==> src/rtl/imem_fetch_ctrl.sv <==
// Fetch-stage front end: owns the PC, issues one outstanding instruction-memory read at a time,
// and forwards returned words into the instruction queue, with a one-entry hold buffer and branch squash.
module imem_fetch_ctrl #(
   parameter logic [31:0] RESET_PC = 32'h6000_0000
) (
   input  logic        clk,
   input  logic        rst,
   output logic [31:0] imem_addr,
   output logic [3:0]  imem_rmask,
   input  logic        imem_resp,
   input  logic [31:0] imem_rdata,
   input  logic        full,
   input  logic        branch,
   input  logic [31:0] br_pc,
   output logic        enq,
   output logic [31:0] if_inst,
   output logic [31:0] if_pc,
   output logic [31:0] if_pc_next,
   output logic [1:0]  state_dbg
);

   // Handshakes: a read is requested while imem_rmask==4'hF and imem_addr stays fixed until the
   // cycle imem_resp is high; enq is a push that is only raised when full==0 and branch==0.
   typedef enum logic [1:0] {IDLE, REQ, HOLD, FLUSH} state_t;

   state_t      state, state_n;
   logic [31:0] pc, pc_n;
   logic [31:0] req_addr, req_addr_n;
   logic [31:0] hold_inst, hold_inst_n;
   logic [31:0] br_target;
   logic [31:0] req_inc;

   assign br_target = {br_pc[31:2], 2'b00};
   assign req_inc   = req_addr + 32'd4;
   assign imem_addr = req_addr;
   assign state_dbg = state;

   always_ff @(posedge clk or negedge rst) begin
      if (!rst) begin
         state     <= IDLE;
         pc        <= RESET_PC;
         req_addr  <= RESET_PC;
         hold_inst <= 32'd0;
      end else begin
         state     <= state_n;
         pc        <= pc_n;
         req_addr  <= req_addr_n;
         hold_inst <= hold_inst_n;
      end
   end

   always_comb begin
      state_n     = state;
      pc_n        = pc;
      req_addr_n  = req_addr;
      hold_inst_n = hold_inst;
      imem_rmask  = 4'h0;
      enq         = 1'b0;
      if_inst     = 32'd0;
      if_pc       = 32'd0;
      if_pc_next  = 32'd0;
      case (state)
         IDLE: begin
            state_n = REQ;
            if (branch) begin
               pc_n       = br_target;
               req_addr_n = br_target;
            end else begin
               req_addr_n = pc;
            end
         end
         REQ: begin
            imem_rmask = 4'hF;
            if (branch) begin
               pc_n = br_target;
               // Without a response the old read is still in flight and must be drained first.
               if (imem_resp) req_addr_n = br_target;
               else           state_n    = FLUSH;
            end else if (imem_resp) begin
               pc_n = req_inc;
               if (full) begin
                  hold_inst_n = imem_rdata;
                  state_n     = HOLD;
               end else begin
                  enq        = 1'b1;
                  if_inst    = imem_rdata;
                  if_pc      = req_addr;
                  if_pc_next = req_inc;
                  req_addr_n = req_inc;
               end
            end
         end
         HOLD: begin
            if (branch) begin
               pc_n       = br_target;
               req_addr_n = br_target;
               state_n    = REQ;
            end else if (!full) begin
               enq        = 1'b1;
               if_inst    = hold_inst;
               if_pc      = pc - 32'd4;
               if_pc_next = pc;
               req_addr_n = pc;
               state_n    = REQ;
            end
         end
         FLUSH: begin
            imem_rmask = 4'hF;
            if (branch) pc_n = br_target;
            if (imem_resp) begin
               req_addr_n = branch ? br_target : pc;
               state_n    = REQ;
            end
         end
         default: state_n = IDLE;
      endcase
   end

endmodule

==> config.mk <==
export PLATFORM = sky130hd
export DESIGN_NAME = imem_fetch_ctrl
export DESIGN_NICKNAME = d
export VERILOG_FILES = /design/src/rtl/imem_fetch_ctrl.sv
export SDC_FILE = /design/constraint.sdc
export NUM_CORES = 1
export LEC_CHECK = 0
export CORE_MARGIN = 1
export CORE_UTILIZATION = 53
export CTS_BUF_LIST = sky130_fd_sc_hd__clkbuf_2
export CTS_CLUSTER_SIZE = 25
export DETAILED_ROUTE_END_ITERATION = 8
export PLACE_DENSITY = 0.88
export REMOVE_ABC_BUFFERS = 1
export SYNTH_ARGS = -nofsm -noshare
export SYNTH_HDL_FRONTEND = slang
export SYNTH_SLANG_ARGS = --single-unit
==> constraint.sdc <==
create_clock -name clk -period 4.58 [get_ports clk]
set_input_delay 0.458 -clock clk [delete_from_list [all_inputs] [get_ports clk]]
set_output_delay 0.458 -clock clk [all_outputs]
set_load 0.005 [all_outputs]
==> summary.md, run 1 <==
| Metric | Value |
|---|---|
| Status | `finished, final reports clean` |
| Routed wire length | `22900 um` |
| Pleak | `0.00345 uW` |
| Hold_sp | `br_pc[9]` |
| Worst skew pair latency | `0.63 ns` |
| Total grt overflow | `0` |
| RSZ-0062 raised after global routing | `no` |
| Synth top area cells | `dfrtp_1 34%, a22oi_1 6.6%, o21ai_0 5.4%, mux2_2 5.2%, nor2_1 5.2%` |
| Total core area | `12700 um2` |
| DIE WIDTH | `116 um` |
| Critical R2R Launch | `state_dbg[1]` |
| Synth Instances | `between 800 and 900` |
| CTS buffer count | `9` |
| Antenna Violating Nets Remaining | `0` |
| Hold slack | `about 0.38 ns` |
| Worst setup path startpoint | `pc[5]` |
| Clock Pin Slew Worst Setup and Hold Paths | `0.28 ns` |
| CP Max Fanout | `11` |
| Chip height | `116 um` |
| Maximum VDD drop | `319 uV` |
| Vias in the first global route | `6757` |
| CP Data Arrival Time | `3.50 ns` |
| Max-slew violations | `0` |
| Power Density | `505 nW/um2` |
| Final setup viols | `0` |
| Worst Skew | `0.0160 ns` |
| Storage cell area | `2460 um2` |
| DRT Pass-1 Iters | `6` |
| Util after Layout | `0.720` |
| First-pass GRT wire length | `35500 um` |
| Crit Path Class | `flop to primary output` |
| HP Class | `primary input to flop` |
| Initial antenna violation count | `0` |
| Final Hold Fails | `0` |
| Synth area leader | `dfrtp_1` |
| Total GRT Usage | `0.342` |
| Initial Util | `0.545` |
| Largest net degree at the start of global routing | `74` |
| Most frequent cells in the layout | `199 x clkdlybuf4s50_1, 94 x dfrtp_1, 93 x nor2_1` |
| EDFF count, synth | `0` |
| Final HPWL DP | `15500 um` |
| Pwr Total | `between 4000 and 5000 uW` |
| Min Tclk post-route | `3.96 ns` |
| Worst slew margin | `0.355` |
| H-tree levels | `3` |
| Worst slew pin tran | `around 0.97 ns` |
| Synth unique cells | `61` |
| PostCTS Resize Cnt | `0` |
| # Max-Cap Violations | `0` |
| IO Pins | `204` |
| RD Place Congestion | `~0.92` |
| Drt wl/cell | `19.8 um` |
| Core Rows | `between 40 and 50` |
| Final setup TNS | `0 ns` |
| DR DRC count | `0` |
| Share of flip-flops with an asynchronous set or reset | `1.00` |
| Share of layout cells above drive strength 1 | `0.0903` |
| Post-synth top flop | `dfrtp_1` |
| Sequential share of the synthesized area | `0.356` |
| DR iter-0 viols | `~920` |
| # fillers | `998` |
| Period utilisation layout | `0.864` |
| Nets | `1055` |
| CTS Root Buffer Type | `clkbuf_2` |
| TritonCTS clock tree | `done` |
| Crit path launch type | `flop` |
| Max Fclk | `0.253 GHz` |
| Combined area of the multi-input logic cells | `about 4100 um2` |
| Synthesized cell area | `6910 um2` |
| Clock Sinks | `just under 100` |
| Ys Warns | `0` |
| Post-synth top area share | `0.340` |
| Syn_area_per_cell | `8.35 um2` |
| Critical Path End Type | `primary output` |
| DR vias/cell | `between 6 and 7` |
| Port buffer count | `between 200 and 250` |
| Via count | `between 7000 and 8000` |
| Number of synthesized register bits | `98` |
| Commonest non-fill, non-tap cell in the layout | `clkdlybuf4s50_1` |
| Worst EP required | `just over 4 ns` |
| Max Root-Sink Buffers | `2` |
| DIE AREA | `13500 um2` |
| Layout area overhead | `31.9%` |
final cells by class:
cell class                      count  share of cell area
Multi-Input combinational cell    638               0.450
Antenna cell                        1            0.000274
Sequential cell                    98               0.269
Timing Repair Buffer              218               0.235
Tap cell                          172              0.0236
Inverter                           16             0.00659
Clock inverter                      7              0.0100
Clock buffer                        9             0.00494
per-layer routing:
layer,vias up,track usage,share of wire
met4,0,0.150,0.032
met1,3492,0.456,0.39
met3,87,0.0768,0.097
met2,473,0.535,0.48
li1,3313,-,-
met5,-,0,0
synth_stat cells, types with 12 or more instances:
cell type,n
a21oi_1,33
a22o_1,15
a22oi_1,61
a31oi_1,12
clkbuf_1,52
dfrtp_1,94
inv_1,16
mux2_2,32
nand2_1,89
nand3_1,15
nor2_1,96
nor3_1,15
o21ai_0,75
o22ai_1,15
xnor2_1,34
xor2_1,19
where the power goes:
part	leakage [uW]	internal [uW]	switching [uW]
Sequential	0.00119	1240	553
Combinational	0.00219	1100	1210
Clock	0.0000736	178	321
Total	0.00345	2530	2080
worst paths after layout:
kind,to,slack [ns],depth (start not counted)
max in group asynchronous,pc[30],3.14,3
max reg2reg,imem_addr[17],1.76,9
min in group asynchronous,pc[13],0.49,2
min,pc[9],0.38,3
min reg2reg,imem_addr[30],0.54,1
max,if_pc[31],0.62,6
state kept, by name, indices dropped and copies added (netlist names):
name,count
hold_inst,32
pc,32
state_dbg,2
imem_addr,32
critical path: stages, from the launching register on:
cell             delay, ns
dfrtp_1               0.54
nor3_1                0.40
nand3_1               0.56
nor4_1                0.57
xnor2_1               0.13
o22ai_1               0.13
clkdlybuf4s50_1       0.53
cell families (layout without fill, tap and decap cells):
| family | count (synthesis) | after routing | share of synthesized area |
|---|---|---|---|
| XOR/XNOR | 53 | 53 | 0.0672 |
| AND/OR/NAND/NOR | 285 | 285 | 0.205 |
| flip-flops | 98 | 98 | 0.356 |
| adder cells (fa/ha/maj) | 5 | 5 | 0.00905 |
| multiplexers | 43 | 43 | 0.0681 |
| AO/OA/AOI/OAI | 252 | 252 | 0.239 |
| buffers and inverters | 92 | 250 | 0.0558 |
| other | 0 | 1 | 0 |
what timing repair did:
item,in CTS,in global routing
endpoints found under the hold margin,70,0
setup buffers,0,0
setup endpoints to repair,0,0
hold buffers,1,0
metrics by stage:
stage                     area [um2]  std cells  worst slack, ns
after CTS                       9120       1158            0.673
after detailed placement        8970       1141             1.25
final                           9120       1159            0.623
after global routing            9120       1158            0.459
after global placement          8970       1141             1.25
after floorplan                 6590        752            0.505
(Power assumes the default switching activity.)
==> run 2: changes to the inputs <==
--- a/config.mk
+++ b/config.mk
@@ -13,4 +13,5 @@
 export PLACE_DENSITY = 0.88
 export REMOVE_ABC_BUFFERS = 1
+export SKIP_CTS_REPAIR_TIMING = 1
 export SYNTH_ARGS = -nofsm -noshare
 export SYNTH_HDL_FRONTEND = slang
==> constraint.sdc (replaced) <==
create_clock -name clk -period 4.58 [get_ports clk]
set_input_delay 0.458 -clock clk [delete_from_list [all_inputs] [get_ports clk]]
set_output_delay 0.458 -clock clk [all_outputs]
set_load 0.01 [all_outputs]
==> run 2 against run 1 <==
Effect of this change:
- register-to-register slack lost 0.04 ns
- final cell count is the same
- worst setup slack worse by 0.039 ns
- die area unchanged
- sequential cell count unchanged
- clock power grew 4.6%
- critical path type unchanged
- largest power group unchanged
- wire length about the same
==> summary.md, run 2 (synthesis gave the netlist of run 1 again) <==
| Metric | Value |
|---|---|
| Status | `finished, final reports clean (unchanged)` |
| Final Hold Fails | `0 (unchanged)` |
| RD Place Congestion | `0.926 (was 0.924)` |
| Final setup TNS | `0 ns (unchanged)` |
| Clock Sinks | `98 (unchanged)` |
| Total GRT Usage | `0.342 (about the same)` |
| Worst EP required | `4.12 ns (about the same)` |
| CP Max Fanout | `7 (was 11)` |
| Min Tclk post-route | `4.00 ns (was 3.96 ns)` |
| Critical Path End Type | `primary output (unchanged)` |
| Commonest non-fill, non-tap cell in the layout | `clkdlybuf4s50_1 (unchanged)` |
| # Max-Cap Violations | `0 (unchanged)` |
| Final HPWL DP | `15600 um (was 15500 um)` |
| Final worst slack | `0.584 ns (was 0.623 ns)` |
| CTS buffer count | `9 (unchanged)` |
| Final setup viols | `0 (unchanged)` |
| Util after Layout | `0.720 (about the same)` |
| Combined area of the multi-input logic cells | `4100 um2 (unchanged)` |
| Nets | `1055 (unchanged)` |
| Core Rows | `41 (unchanged)` |
| Clock Pin Slew Worst Setup and Hold Paths | `0.30 ns (was 0.28 ns)` |
| Pwr Total | `4730 uW (was 4610 uW)` |
| Most frequent cells in the layout | `199 x clkdlybuf4s50_1, 94 x dfrtp_1, 93 x nor2_1 (unchanged)` |
| # fillers | `997 (was 998)` |
| Period utilisation layout | `0.872 (was 0.864)` |
| Max Fclk | `0.250 GHz (was 0.253 GHz)` |
| Port buffer count | `201 (unchanged)` |
| Pleak | `0.00346 uW (was 0.00345 uW)` |
| Antenna Violating Nets Remaining | `0 (unchanged)` |
| Power Density | `518 nW/um2 (was 505 nW/um2)` |
| Worst skew pair latency | `0.65 ns (was 0.63 ns)` |
| Via count | `7376 (was 7365)` |
| DR DRC count | `0 (unchanged)` |
| H-tree levels | `3 (unchanged)` |
| First-pass GRT wire length | `35500 um (about the same)` |
| Drt wl/cell | `19.8 um (about the same)` |
| DP Worst Slack | `1.19 ns (was 1.25 ns)` |
| Max Root-Sink Buffers | `2 (unchanged)` |
| Storage cell area | `2460 um2 (unchanged)` |
| Worst slew margin | `0.327 (was 0.355)` |
| Crit Path Class | `flop to primary output (unchanged)` |
| Crit path launch type | `flop (unchanged)` |
| Total grt overflow | `0 (unchanged)` |
| IO Pins | `204 (unchanged)` |
| Initial antenna violation count | `0 (unchanged)` |
| DIE WIDTH | `116 um (unchanged)` |
| Initial Util | `0.545 (unchanged)` |
| TritonCTS clock tree | `done (unchanged)` |
| Layout area overhead | `32.1% (was 31.9%)` |
| CTS Root Buffer Type | `clkbuf_2 (unchanged)` |
| Worst Skew | `0.0437 ns (was 0.0160 ns)` |
| RSZ-0062 raised after global routing | `no (unchanged)` |
| Chip height | `116 um (unchanged)` |
| DIE AREA | `13500 um2 (unchanged)` |
| DRT Pass-1 Iters | `5 (was 6)` |
| DR iter-0 viols | `723 (was 923)` |
| CP Data Arrival Time | `3.54 ns (was 3.50 ns)` |
| Largest net degree at the start of global routing | `74 (unchanged)` |
| Worst slew pin tran | `1.01 ns (was 0.966 ns)` |
| Total core area | `12700 um2 (unchanged)` |
| Routed wire length | `22900 um (about the same)` |
| DR vias/cell | `6.36 (was 6.35)` |
| Vias in the first global route | `6880 (was 6757)` |
| HP Class | `primary input to flop (unchanged)` |
| Max-slew violations | `0 (unchanged)` |
| Maximum VDD drop | `338 uV (was 319 uV)` |
| Share of layout cells above drive strength 1 | `0.0923 (was 0.0903)` |
-- run 2: area by class of cell --
cell class / instances / area share
multi-input cells: 638 / 0.449
flip-flops and latches: 98 / 0.269
repair buffers: 218 / 0.235
well taps: 172 / 0.0236
clock inverters: 7 / 0.0110
inverters: 16 / 0.00658
clock buffers: 9 / 0.00493
diodes: 1 / 0.000274
-- run 2: worst paths after layout --
path	startpoint	cells past startpoint	slack [ns]	endpoint
min reg2reg	imem_addr[30]	1	0.55	imem_addr[30]
max reg2reg	state_dbg[1]	7	1.72	imem_addr[20]
min	br_pc[9]	3	0.36	pc[9]
max in group asynchronous	rst	3	3.12	pc[30]
min in group asynchronous	rst	2	0.46	pc[13]
max	pc[2]	8	0.58	if_pc[22]
-- run 2: where the power goes --
part / total (uW) / internal, uW / switching, uW
clock network: 522 / 185 / 337
registers: 1800 / 1240 / 552
logic: 2410 / 1110 / 1300
-- run 2: routing by layer --
layer	global-route usage	vias to the layer above	share of wire
met5	0	-	0
met4	0.170	0	0.040
met1	0.460	3513	0.40
met3	0.0555	75	0.093
met2	0.536	479	0.47
li1	-	3309	-
-- run 2: worst max-delay path, cell delays in order, from the launching register on --
cell	delay [ns]
dfrtp_1	0.52
inv_1	0.11
ha_1	0.25
or4b_4	0.52
nand4b_4	0.30
nor3_1	0.28
xnor2_1	0.09
o32ai_1	0.19
clkdlybuf4s50_1	0.62
-- run 2: stage by stage --
step | cell area, um2 | hold WS, ns | cells
2_1_floorplan | 6590 | 0.162 | 752
3_3_place_gp | 8970 | 0.487 | 1141
3_5_place_dp | 8970 | 0.493 | 1141
4_1_cts | 9110 | -0.0808 | 1157
5_1_grt | 9130 | 0.354 | 1158
6_report | 9130 | 0.356 | 1159
==> run 3: changes to the inputs <==
RECOVER_POWER = 100   (was not set)
SLEW_MARGIN = 10   (was not set)
==> run 3 against run 2 <==
Effect of this change:
- the flow now finishes with violations (capacitance limit, slew limit)
- first-iteration DRC count rose by 3.7%
- clock skew is 0.0069 ns lower
- hold slack improved by 0.0067 ns
- cell area decreased by 0.62%
==> summary.md, run 3 (synthesis gave the netlist of run 1 again) <==
| Metric | Value |
|---|---|
| Worst skew pair latency | `0.64 ns (was 0.65 ns)` |
| Pleak | `0.00377 uW (was 0.00346 uW)` |
| Worst slew pin tran | `1.89 ns (was 1.01 ns)` |
| Final setup TNS | `0 ns (unchanged)` |
| Failing checks | `capacitance limit, slew limit` |
| DIE AREA | `13500 um2 (unchanged)` |
| CP Max Fanout | `25 (was 7)` |
| Vias in the first global route | `6880 (unchanged)` |
| Crit path launch type | `flop (unchanged)` |
| Max-slew violations | `134 (was 0)` |
| Total grt overflow | `0 (unchanged)` |
| Worst slew margin | `-0.259 (was 0.327)` |
| CTS Root Buffer Type | `clkbuf_2 (unchanged)` |
| Via count | `7334 (was 7376)` |
| RSZ-0062 raised after global routing | `no (unchanged)` |
| Largest net degree at the start of global routing | `74 (unchanged)` |
| CTS buffer count | `9 (unchanged)` |
| Routed wire length | `22800 um (was 22900 um)` |
| Min Tclk post-route | `4.13 ns (was 4.00 ns)` |
| Critical Path End Type | `primary output (unchanged)` |
| Period utilisation layout | `0.902 (was 0.872)` |
| Antenna Violating Nets Remaining | `0 (unchanged)` |
| Worst Skew | `0.0368 ns (was 0.0437 ns)` |
| H-tree levels | `3 (unchanged)` |
| Status | `finished, violations left (was finished, final reports clean)` |
| Final Hold Fails | `0 (unchanged)` |
| Clock Pin Slew Worst Setup and Hold Paths | `0.29 ns (was 0.30 ns)` |
| HP Class | `primary input to flop (unchanged)` |
| Final setup viols | `0 (unchanged)` |
| Worst EP required | `4.12 ns (about the same)` |
| # Max-Cap Violations | `3 (was 0)` |
| Cell Area, Placed | `8970 um2 (unchanged)` |
| TritonCTS clock tree | `done (unchanged)` |
| Final instance area | `9070 um2 (was 9130 um2)` |
| Most frequent cells in the layout | `123 x dlygate4sd3_1, 94 x dfrtp_1, 93 x nor2_1 (was 199 x clkdlybuf4s50_1, 94 x dfrtp_1, 93 x nor2_1)` |
| Drt wl/cell | `19.6 um (was 19.8 um)` |
| Max Root-Sink Buffers | `2 (unchanged)` |
| DR DRC count | `0 (unchanged)` |
| Max Fclk | `0.242 GHz (was 0.250 GHz)` |
| # fillers | `1006 (was 997)` |
| DR iter-0 viols | `750 (was 723)` |
| DR vias/cell | `6.33 (was 6.36)` |
| DIE WIDTH | `116 um (unchanged)` |
| Layout area overhead | `31.2% (was 32.1%)` |
| Initial antenna violation count | `0 (unchanged)` |
| RD Place Congestion | `0.926 (unchanged)` |
| Final HPWL DP | `15600 um (unchanged)` |
| Core Rows | `41 (unchanged)` |
| Initial Util | `0.545 (unchanged)` |
| Total core area | `12700 um2 (unchanged)` |
| Power Density | `509 nW/um2 (was 518 nW/um2)` |
| IO Pins | `204 (unchanged)` |
| Port buffer count | `201 (unchanged)` |
| Crit Path Class | `flop to primary output (unchanged)` |
| Share of layout cells above drive strength 1 | `0.0801 (was 0.0923)` |
| Chip height | `116 um (unchanged)` |
| Total GRT Usage | `0.342 (unchanged)` |
| Maximum VDD drop | `330 uV (was 338 uV)` |
| Commonest non-fill, non-tap cell in the layout | `dlygate4sd3_1 (was clkdlybuf4s50_1)` |
| DRT Pass-1 Iters | `6 (was 5)` |
| Nets | `1055 (unchanged)` |
| Clock Sinks | `98 (unchanged)` |
| CP Data Arrival Time | `3.67 ns (was 3.54 ns)` |
| First-pass GRT wire length | `35500 um (unchanged)` |
-- run 3: layout make-up --
class / count / area, um2 / area share
inverters: 16 / 60.1 / 0.00662
flip-flops and latches: 98 / 2460 / 0.271
well taps: 172 / 215 / 0.0237
clock buffers: 9 / 45.0 / 0.00497
clock inverters: 7 / 100 / 0.0110
diodes: 1 / 2.50 / 0.000276
repair buffers: 218 / 2120 / 0.234
multi-input cells: 638 / 4070 / 0.448
-- run 3: metrics by stage --
step / hold slack, ns / total power (uW) / setup slack, ns / util / std cells
after floorplan: 0.162 / 3060 / 0.353 / - / 752
after global placement: 0.487 / 4090 / 1.20 / 0.708 / 1141
after detailed placement: 0.493 / 4160 / 1.19 / 0.708 / 1141
after CTS: -0.0808 / 4680 / 0.653 / 0.719 / 1157
after global routing: 0.354 / 4900 / 0.243 / 0.716 / 1158
final: 0.363 / 4620 / 0.447 / 0.716 / 1159
-- run 3: critical path, stage by stage, from the launching register on --
cell	delay [ns]
dfrtp_1	0.50
inv_1	0.07
ha_1	0.20
and2b_1	0.17
buf_4	0.20
nand3_1	0.12
or2_1	0.75
o21ai_0	0.34
dlygate4sd3_1	0.69
-- run 3: where the power goes --
group          switching (uW)  total (uW)  internal [uW]  leakage, uW
Combinational            1290        2310           1020      0.00250
Clock                     335         520            185    0.0000804
Sequential                545        1790           1240      0.00119
Total                    2170        4620           2450      0.00377
-- run 3: final timing paths --
path | cells after the start | start | slack, ns | endpoint
min in group asynchronous | 2 | rst | 0.85 | hold_inst[15]
worst min register to register | 1 | hold_inst[10] | 0.55 | hold_inst[10]
worst min-delay path | 3 | br_pc[2] | 0.36 | imem_addr[2]
worst max register to register | 9 | state_dbg[1] | 0.68 | imem_addr[19]
worst max-delay path | 8 | state_dbg[1] | 0.45 | if_pc_next[17]
max in group asynchronous | 3 | rst | 1.54 | imem_addr[19]
-- run 3: routing by layer --
metal  vias to the layer above  GRT usage  wire (um)
met5                         -          0          0
met3                        75     0.0555       2030
met1                      3503      0.460       9160
met2                       444      0.536      10700
met4                         0      0.170        908
li1                       3312          -          -
